[src/rtl/instr_fetch_unit_pkg.sv]
// Shared constants and types for the instruction fetch stage.
package instr_fetch_unit_pkg;
  localparam logic [31:0] RESET_PC_DEF    = 32'h0040_0000;
  localparam logic [31:0] NOP_INSTR       = 32'h0000_0000;
  localparam int          QUEUE_DEPTH_DEF = 4;
  localparam int          MAX_OUTST_DEF   = 2;
  localparam int          QPTR_W_DEF      = $clog2(QUEUE_DEPTH_DEF);

  typedef struct packed {
    logic [31:0] instr;
    logic [31:0] pc;
  } fetch_entry_t;
endpackage

[src/rtl/instr_fetch_unit_if.sv]
// Fetch unit boundary: ID-side redirect/freeze, IMEM request/response, and the instruction handed to ID.
interface instr_fetch_unit_if;
  logic [31:0] Alt_PC;
  logic        Request_Alt_PC;
  logic        WANT_FREEZE;
  logic        IMEM_Req;
  logic [31:0] IMEM_Addr;
  logic        IMEM_Ready;
  logic        IMEM_Valid;
  logic [31:0] IMEM_Data;
  logic [31:0] Instr1_OUT;
  logic [31:0] Instr_PC_OUT;
  logic [31:0] Instr_PC_Plus4_OUT;

  modport master (
    input  Alt_PC, Request_Alt_PC, WANT_FREEZE, IMEM_Ready, IMEM_Valid, IMEM_Data,
    output IMEM_Req, IMEM_Addr, Instr1_OUT, Instr_PC_OUT, Instr_PC_Plus4_OUT
  );
  modport slave (
    output Alt_PC, Request_Alt_PC, WANT_FREEZE, IMEM_Ready, IMEM_Valid, IMEM_Data,
    input  IMEM_Req, IMEM_Addr, Instr1_OUT, Instr_PC_OUT, Instr_PC_Plus4_OUT
  );
endinterface

[src/rtl/instr_fetch_unit_queue.sv]
// In-order fetch queue of {instr, pc}; wrap-around pointers, flush empties it in one cycle.
import instr_fetch_unit_pkg::*;

module fetch_queue #(
  parameter int DEPTH = QUEUE_DEPTH_DEF,
  localparam int PW   = $clog2(DEPTH),
  localparam int CW   = PW + 1
) (
  input  logic         gclk,
  input  logic         grst_n,
  input  logic         push,
  input  logic         pop,
  input  logic         flush,
  input  fetch_entry_t wdata,
  output fetch_entry_t rdata,
  output logic [CW-1:0] count,
  output logic         empty,
  output logic         full
);
  fetch_entry_t  mem [DEPTH];
  logic [PW-1:0] rd_ptr, wr_ptr;
  logic [CW-1:0] cnt;

  assign rdata = mem[rd_ptr];
  assign count = cnt;
  assign empty = (cnt == '0);
  assign full  = (cnt == CW'(DEPTH));

  always_ff @(posedge gclk or negedge grst_n) begin
    if (!grst_n) begin
      rd_ptr <= '0;
      wr_ptr <= '0;
      cnt    <= '0;
    end else if (flush) begin
      rd_ptr <= '0;
      wr_ptr <= '0;
      cnt    <= '0;
    end else begin
      if (push) wr_ptr <= wr_ptr + 1'b1;
      if (pop)  rd_ptr <= rd_ptr + 1'b1;
      cnt <= cnt + CW'(push) - CW'(pop);
    end
  end

  always_ff @(posedge gclk) begin
    if (push && !flush) mem[wr_ptr] <= wdata;
  end
endmodule

[src/rtl/instr_fetch_unit.sv]
// Fetch stage: PC, IMEM issue with outstanding/drop tracking, fetch queue, registered output to ID.
import instr_fetch_unit_pkg::*;

module instr_fetch_unit #(
  parameter logic [31:0] RESET_PC    = RESET_PC_DEF,
  parameter int          QUEUE_DEPTH = QUEUE_DEPTH_DEF,
  parameter int          MAX_OUTST   = MAX_OUTST_DEF,
  localparam int         OW          = $clog2(MAX_OUTST + 1),
  localparam int         CW          = $clog2(QUEUE_DEPTH) + 1
) (
  input logic               CLK,
  input logic               RESET,
  instr_fetch_unit_if.master bus
);
  logic [31:0]   pc, resp_pc;
  logic [OW-1:0] outst, drop;
  logic          redirect, req, accept, resp_keep, push, pop, bypass;
  logic [CW-1:0] q_cnt;
  logic          q_empty, q_full;
  fetch_entry_t  q_head;
  logic [31:0]   out_instr, out_pc, out_pc4;

  assign redirect  = bus.Request_Alt_PC;
  assign req       = RESET && !redirect && ((int'(q_cnt) + int'(outst)) < QUEUE_DEPTH)
                     && (int'(outst) < MAX_OUTST);
  assign accept    = req && bus.IMEM_Ready;
  assign resp_keep = bus.IMEM_Valid && (drop == '0) && !redirect;
  assign pop       = !bus.WANT_FREEZE && !q_empty && !redirect;
  assign bypass    = !bus.WANT_FREEZE && q_empty && resp_keep;
  assign push      = resp_keep && !bypass;

  assign bus.IMEM_Req           = req;
  assign bus.IMEM_Addr          = pc;
  assign bus.Instr1_OUT         = out_instr;
  assign bus.Instr_PC_OUT       = out_pc;
  assign bus.Instr_PC_Plus4_OUT = out_pc4;

  // Responses return in issue order and dropped ones precede all live ones, so the PC of the
  // next kept word is a running counter rather than a second queue.
  always_ff @(posedge CLK or negedge RESET) begin
    if (!RESET) begin
      pc      <= RESET_PC;
      resp_pc <= RESET_PC;
      outst   <= '0;
      drop    <= '0;
    end else begin
      outst <= outst + OW'(accept) - OW'(bus.IMEM_Valid);
      if (redirect) begin
        pc      <= bus.Alt_PC & ~32'h3;
        resp_pc <= bus.Alt_PC & ~32'h3;
        drop    <= outst - OW'(bus.IMEM_Valid);
      end else begin
        if (accept)    pc      <= pc + 32'd4;
        if (resp_keep) resp_pc <= resp_pc + 32'd4;
        if (bus.IMEM_Valid && (drop != '0)) drop <= drop - 1'b1;
      end
    end
  end

  fetch_queue #(.DEPTH(QUEUE_DEPTH)) u_queue (
    .gclk  (CLK),
    .grst_n(RESET),
    .push  (push),
    .pop   (pop),
    .flush (redirect),
    .wdata ('{instr: bus.IMEM_Data, pc: resp_pc}),
    .rdata (q_head),
    .count (q_cnt),
    .empty (q_empty),
    .full  (q_full)
  );

  // A frozen ID keeps its instruction even across a redirect.
  always_ff @(posedge CLK or negedge RESET) begin
    if (!RESET) begin
      out_instr <= NOP_INSTR;
      out_pc    <= '0;
      out_pc4   <= '0;
    end else if (!bus.WANT_FREEZE) begin
      if (!redirect && !q_empty) begin
        out_instr <= q_head.instr;
        out_pc    <= q_head.pc;
        out_pc4   <= q_head.pc + 32'd4;
      end else if (!redirect && resp_keep) begin
        out_instr <= bus.IMEM_Data;
        out_pc    <= resp_pc;
        out_pc4   <= resp_pc + 32'd4;
      end else begin
        out_instr <= NOP_INSTR;
        out_pc    <= '0;
        out_pc4   <= '0;
      end
    end
  end

  a_no_overflow: assert property (@(posedge CLK) disable iff (!RESET) !(push && q_full && !pop));
endmodule

[src/flat_wrapper.sv]
// flat-port wrapper written by rule: the top's interface ports become plain ports
module instr_fetch_unit_flat 
#(
  parameter logic [31:0] RESET_PC    = RESET_PC_DEF,
  parameter int          QUEUE_DEPTH = QUEUE_DEPTH_DEF,
  parameter int          MAX_OUTST   = MAX_OUTST_DEF,
  localparam int         OW          = $clog2(MAX_OUTST + 1),
  localparam int         CW          = $clog2(QUEUE_DEPTH) + 1
)
  (CLK, RESET, bus_Alt_PC, bus_Request_Alt_PC, bus_WANT_FREEZE, bus_IMEM_Ready, bus_IMEM_Valid, bus_IMEM_Data, bus_IMEM_Req, bus_IMEM_Addr, bus_Instr1_OUT, bus_Instr_PC_OUT, bus_Instr_PC_Plus4_OUT);
  instr_fetch_unit_if bus_i ();
  input logic CLK;
  input logic RESET;
  input wire logic [$bits(bus_i.Alt_PC)-1:0] bus_Alt_PC;
  input wire logic [$bits(bus_i.Request_Alt_PC)-1:0] bus_Request_Alt_PC;
  input wire logic [$bits(bus_i.WANT_FREEZE)-1:0] bus_WANT_FREEZE;
  input wire logic [$bits(bus_i.IMEM_Ready)-1:0] bus_IMEM_Ready;
  input wire logic [$bits(bus_i.IMEM_Valid)-1:0] bus_IMEM_Valid;
  input wire logic [$bits(bus_i.IMEM_Data)-1:0] bus_IMEM_Data;
  output wire logic [$bits(bus_i.IMEM_Req)-1:0] bus_IMEM_Req;
  output wire logic [$bits(bus_i.IMEM_Addr)-1:0] bus_IMEM_Addr;
  output wire logic [$bits(bus_i.Instr1_OUT)-1:0] bus_Instr1_OUT;
  output wire logic [$bits(bus_i.Instr_PC_OUT)-1:0] bus_Instr_PC_OUT;
  output wire logic [$bits(bus_i.Instr_PC_Plus4_OUT)-1:0] bus_Instr_PC_Plus4_OUT;
  assign bus_i.Alt_PC = bus_Alt_PC;
  assign bus_i.Request_Alt_PC = bus_Request_Alt_PC;
  assign bus_i.WANT_FREEZE = bus_WANT_FREEZE;
  assign bus_i.IMEM_Ready = bus_IMEM_Ready;
  assign bus_i.IMEM_Valid = bus_IMEM_Valid;
  assign bus_i.IMEM_Data = bus_IMEM_Data;
  assign bus_IMEM_Req = bus_i.IMEM_Req;
  assign bus_IMEM_Addr = bus_i.IMEM_Addr;
  assign bus_Instr1_OUT = bus_i.Instr1_OUT;
  assign bus_Instr_PC_OUT = bus_i.Instr_PC_OUT;
  assign bus_Instr_PC_Plus4_OUT = bus_i.Instr_PC_Plus4_OUT;
  instr_fetch_unit #(.RESET_PC(RESET_PC), .QUEUE_DEPTH(QUEUE_DEPTH), .MAX_OUTST(MAX_OUTST)) u_core (.CLK(CLK), .RESET(RESET), .bus(bus_i));
endmodule
[config.mk]
export PLATFORM = sky130hd
export DESIGN_NAME = instr_fetch_unit_flat
export DESIGN_NICKNAME = d
export VERILOG_FILES = /design/src/rtl/instr_fetch_unit_pkg.sv /design/src/rtl/instr_fetch_unit_if.sv /design/src/rtl/instr_fetch_unit_queue.sv /design/src/rtl/instr_fetch_unit.sv /design/src/flat_wrapper.sv
export SDC_FILE = /design/constraint.sdc
export NUM_CORES = 1
export LEC_CHECK = 0
export ABC_AREA = 0
export CAP_MARGIN = 25
export CORE_MARGIN = 10
export CORE_UTILIZATION = 57
export CTS_CLUSTER_DIAMETER = 150
export CTS_CLUSTER_SIZE = 24
export DETAILED_ROUTE_END_ITERATION = 10
export GPL_TIMING_DRIVEN = 0
export PLACE_DENSITY = 0.86
export SLEW_MARGIN = 30
export SYNTH_ARGS = -nofsm -noshare
export SYNTH_HDL_FRONTEND = slang
export SYNTH_HIERARCHICAL = 1
export SYNTH_SLANG_ARGS = --single-unit
[constraint.sdc]
create_clock -name CLK -period 5.1 [get_ports CLK]
set_input_delay 1.02 -clock CLK [delete_from_list [all_inputs] [get_ports CLK]]
set_output_delay 1.02 -clock CLK [all_outputs]
set_load 0.03 [all_outputs]
After elaboration in Yosys (flattened, before gate mapping)
Memories as Yosys holds them, arrays and structs flattened.
Index checks and enable logic that the tools add are counted.
Storage, ports and cells
  register bits: 171
  memory bits (writable): 256
  word-level logic and storage cells: 71
  memories: 1
Operators by class
  add/sub/neg operators: 12
  $lt $le $gt $ge: 2
  mux-type cells: 19
  reductions and logical operators: 27
Memory list
  u_core.u_queue.mem: words 4, bits a word 64, rd ports 1, clocked after memory_dff 0, write ports 1, line instr_fetch_unit_queue.sv:20  | fetch_entry_t mem [DEPTH];
Operators by type and width (count)
  two-way mux 32 bit: 10
  adder 32 x 3 -> 32 bit, second input constant: 3
  < comparator 32 x 4 -> 1 bit, second input constant: 1
  logical AND 1 bit: 15
  two-way mux 2 bit: 6
  nonzero test 2 bit: 6
  adder 2 x 1 -> 2 bit, second input constant: 2
  adder 3 x 2 -> 4 bit: 1
  logical NOT 1 bit: 4
  subtractor 2 x 1 -> 2 bit: 2
  adder 3 x 1 -> 3 bit: 1
  logical NOT 3 bit: 1
  two-way mux 3 bit: 1
  subtractor 3 x 1 -> 3 bit: 1
  adder 2 x 1 -> 2 bit: 1
  logical NOT 2 bit: 1
  < comparator 2 bit, second input constant: 1
  two-way mux 1 bit: 2
  subtractor 2 x 1 -> 2 bit, second input constant: 1

Longest topological paths before layout
Gate-level depths: netlist (run 1).
  depth after elaboration: 9
  depth in mapped cells: 12
  depth with buffers taken out: 10

Cells and area by module
The synthesis (run 1) kept the hierarchy.
Modules (own cells, without submodules)
  fetch_queue: instances 1, cells each 374, area each 9700.6 sq um, seq. area each 7862.5 sq um
  instr_fetch_unit: instances 1, cells each 965, area each 8862.2 sq um, seq. area each 3956.3 sq um

Worst setup path before layout (run 1)
Ideal clock, no wire load.
  path type: input to register
  from: input port bus_Request_Alt_PC
  to: memory u_core/u_queue/mem[0][0] (netlist name), enable pin
  setup time: 0.429 ns
  arrival time: 3.796 ns
  setup slack: 0.875 ns
  cell stages on the path: 6
  cells stage by stage: clkbuf_1 > clkbuf_1 > clkbuf_1 > nor3_1 > nor2b_1 > and2_1
Between the ends
  word-level cells in the longest chain between the ends: 8
RTL lines
  start: declaration: line flat_wrapper.sv:15  | input wire logic [$bits(bus_i.Request_Alt_PC)-1:0] bus_Request_Alt_PC;
  logical NOT 1 bit (*): line instr_fetch_unit.sv:27  | assign resp_keep = bus.IMEM_Valid && (drop == '0) && !redirect;
  logical AND 1 bit (*): line instr_fetch_unit.sv:27
  logical AND 1 bit: line instr_fetch_unit.sv:29  | assign bypass = !bus.WANT_FREEZE && q_empty && resp_keep;
  logical NOT 1 bit: line instr_fetch_unit.sv:30  | assign push = resp_keep && !bypass;
  logical AND 1 bit (*): line instr_fetch_unit.sv:30
  net u_core.push: line instr_fetch_unit.sv:17  | logic redirect, req, accept, resp_keep, push, pop, bypass;
  logical AND 1 bit (*): line instr_fetch_unit_queue.sv:46  | if (push && !flush) mem[wr_ptr] <= wdata;
  two-way mux 1 bit (*): line instr_fetch_unit_queue.sv:46
  two-way mux 1 bit (implied by the code) (*): line instr_fetch_unit_queue.sv:46
  end: declaration: line instr_fetch_unit_queue.sv:20
The timed path passes the listed nets; every way through them passes the cells marked *.

Worst setup path after layout (run 1)
  from: input port bus_Request_Alt_PC
  to: memory u_core/u_queue/mem[3][41] (netlist name), enable pin
The elaborated chain is that of the path after synthesis.

==> results of run 1 <==
[worst min-delay path by stage]
stage | endpoint | startpoint | cells past startpoint
after floorplan | u_core/u_queue/mem[0][10]$_DFFE_PP_ | u_core/resp_pc[10]$_DFFE_PN0N_ | 0
after global placement | u_core/bus.Instr_PC_Plus4_OUT[5]$_DFFE_PN0N_ | u_core/bus.Instr_PC_Plus4_OUT[5]$_DFFE_PN0N_ | 2
after detailed placement | u_core/bus.Instr_PC_Plus4_OUT[27]$_DFFE_PN0N_ | u_core/bus.Instr_PC_Plus4_OUT[27]$_DFFE_PN0N_ | 2
after CTS | u_core/bus.Instr1_OUT[18]$_DFFE_PN0N_ | RESET | 1
after global routing | u_core/bus.Instr1_OUT[22]$_DFFE_PN0N_ | RESET | 1
final | u_core/bus.Instr1_OUT[22]$_DFFE_PN0N_ | RESET | 1
[metrics by stage]
stage	hold WS [ns]	area (sq um)	cells	setup slack, ns	power, mW
after floorplan	0.4710	18590	1347	0.8746	5.678
after global placement	0.4727	21080	1983	-4.953	6.670
after detailed placement	0.4853	21270	1989	-0.1057	6.762
after CTS	0.2327	21880	2027	0.4455	8.570
after global routing	0.2329	21890	2027	0.1827	8.866
final	0.2414	21890	2028	0.3654	8.560
[power by group through the flow]
stage                     logic [mW]  registers, mW  clock network, mW
final                           2.48           4.24               1.84
after CTS                       2.47           4.23               1.86
after floorplan                 1.00           4.67                  0
after detailed placement        2.46           4.31                  0
after global routing            2.62           4.28               1.97
after global placement          2.38           4.29                  0
[flip-flops by register name (all words and copies together) (netlist names)]
signal,cells
u_core/drop,2
u_core/bus.Instr_PC_Plus4_OUT,30
u_core/u_queue/wr_ptr,2
u_core/u_queue/count,3
u_core/outst,2
u_core/u_queue/mem,256
u_core/bus.Instr1_OUT,32
u_core/resp_pc,30
u_core/bus.Instr_PC_OUT,32
u_core/u_queue/rd_ptr,2
u_core/bus.IMEM_Addr,30
[placed cells by master (no fill, tap or decap), types with 26 or more instances in the layout]
cell type	count
sky130_fd_sc_hd__a221o_1	57
sky130_fd_sc_hd__clkbuf_1	68
sky130_fd_sc_hd__clkdlybuf4s50_1	193
sky130_fd_sc_hd__dfrtp_1	163
sky130_fd_sc_hd__edfxtp_1	256
sky130_fd_sc_hd__inv_1	28
sky130_fd_sc_hd__mux4_2	64
sky130_fd_sc_hd__nand2_1	149
sky130_fd_sc_hd__nand3_1	45
sky130_fd_sc_hd__nand4_1	30
sky130_fd_sc_hd__nor2_1	81
sky130_fd_sc_hd__nor3_1	29
sky130_fd_sc_hd__o21ai_0	43
sky130_fd_sc_hd__xnor2_1	53
sky130_fd_sc_hd__xor2_1	26
[layout make-up]
type	count	area [sq um]
sequential	421	11820
fill	2207	10400
multi-input combinational	804	6205
timing repair buffer	200	2112
clock buffer	36	581.8
tap	442	553.0
buffer	93	481.7
inverter	29	108.9
clock inverter	2	25.02
antenna	1	2.502
[per-layer routing]
layer  up-vias  part of all wire (%)  routed length [microns]  GRT usage (%)
li1       5535                     -                        -              -
met1      6548                    37                    19510          32.40
met2       817                    48                    25380          41.66
met3       124                    11                     5856          7.068
met4         0                   3.1                     1608          7.709
met5         -                     0                        0              0
==> metrics, run 1 <==
clock latency on the worst-skew pair between 0.5 and 0.6 ns; # setup viols final 0; class of the tightest hold or removal check in -> async; slowest cell delay on critical path just under 0.8 ns; Max-cap violations 0; chip width about 200 microns; hold buffer count at CTS 0; post-route clock skew slightly above 0.03 ns; number of global-route vias before repair ~13000; class of the most critical setup path in -> reg; total routing usage reported by global routing about a quarter; Clk pin slew, worst setup/hold paths ~0.09 ns; Area Overhead vs Synth 17.96%; family with the most delay on the worst path buffers and inverters; total wire length between 50000 and 60000 microns; net switching share of the total power between 30% and 40%; share of post-route cells with drive strength above 1 roughly a tenth; routability congestion estimate from global placement between 0.9 and 1; Setup crit end kind register; H-tree depth reported by CTS 1; Setup crit end u_core/u_queue/mem[3][41]$_DFFE_PP_; buffers added on ports around 190; total of cells resized after clock tree synthesis 0; nature of the critical path startpoint primary input; total congestion overflow after global routing 0; cell chain of the critical path clkdlybuf4s50_1 -> clkbuf_1 -> clkbuf_1 -> clkbuf_1 -> nor3_1 -> nor2b_1 -> and2_4 -> buf_16; maximum number of pins on one net before global-route repair 84; HPWL reported at the end of detailed placement ~37000 microns; initial antenna violation count 2; most frequent cell on the critical path sky130_fd_sc_hd__clkbuf_1; worst reg2reg setup slack around 1.4 ns; Peak Freq about 0.21 GHz; CTS tree done; WL/cell ~26 microns; part of the power in registers 49.6%; max-slew headroom at the worst pin between 30% and 40%; leakage power summed over all cells about 7.7 nW; synthesized area per cell 13.87 sq um; core region area 32290 sq um; Avg Vias per Cell roughly 6.4; first-pass GRT wire length 79960 microns; number of cells traversed by the worst register-to-register path 8; number of nets in the finished design about 1700; Die Y-Extent about 200 microns; data required time at the worst endpoint roughly 5.3 ns; total I/O pin count ~200; part of the total power dissipated in the clock network 21.5%; CTS Root Cell sky130_fd_sc_hd__clkbuf_16; Comb power frac roughly 29%; Finished Core Util between 60 and 70%; Buf+Inv Stages, Crit Path 5; vias post-DR roughly 13000; Inserted Clock Buffers 21; CP max FO between 40 and 50; Syn Std Cell Area approximately 19000 sq um; Final Critical Period 4.735 ns; yosys synthesis warning count 6; setup repair after global routing missed its margin false; Routed Antenna Nets 0; cell-internal power approximately 5.7 mW; power per cell area 391.1 nW/um^2; outcome complete, no violations; final-report hold violation count 0; number of logic stages on the critical path including buffering 8; beginning of the worst register-to-register path u_core/u_queue/rd_ptr[1]$_DFFE_PN0P_; starting density of the core ~57%; Max IR drop VDD about 0.00026 V; number of optimization iterations in the first detailed-route pass 6; slew at the pin closest to its max-slew limit around 0.96 ns; iteration-0 DRC count of the detailed router around 1600; signal arrival time at the worst endpoint approximately 5 ns; crit share post-route between 90% and 100%; Die Footprint about 40000 sq um; Post-Syn Instances between 1000 and 1500; max-slew violation count 0; Switch Pwr roughly 2.8 mW; sum of negative setup slack 0 ns; endpoint of the worst register-to-register path u_core/bus.Instr_PC_Plus4_OUT[29]$_DFFE_PN0N_; floorplan row count 66; Setup Fix Bufs, Post-CTS 0; sinks on the clock net around 420; critical-path cell with the highest stage delay sky130_fd_sc_hd__nor3_1; launch point of the worst path bus_Request_Alt_PC; DRC violation count after routing 0; Clock Path Buffers 3
(Power assumes the default switching activity.)
==> run 2, diff against run 1 <==
- HOLD_SLACK_MARGIN: default -> 0.15
==> results of run 2 <==
Same layout as run 1: the final DEF is identical, and so are final timing and power.
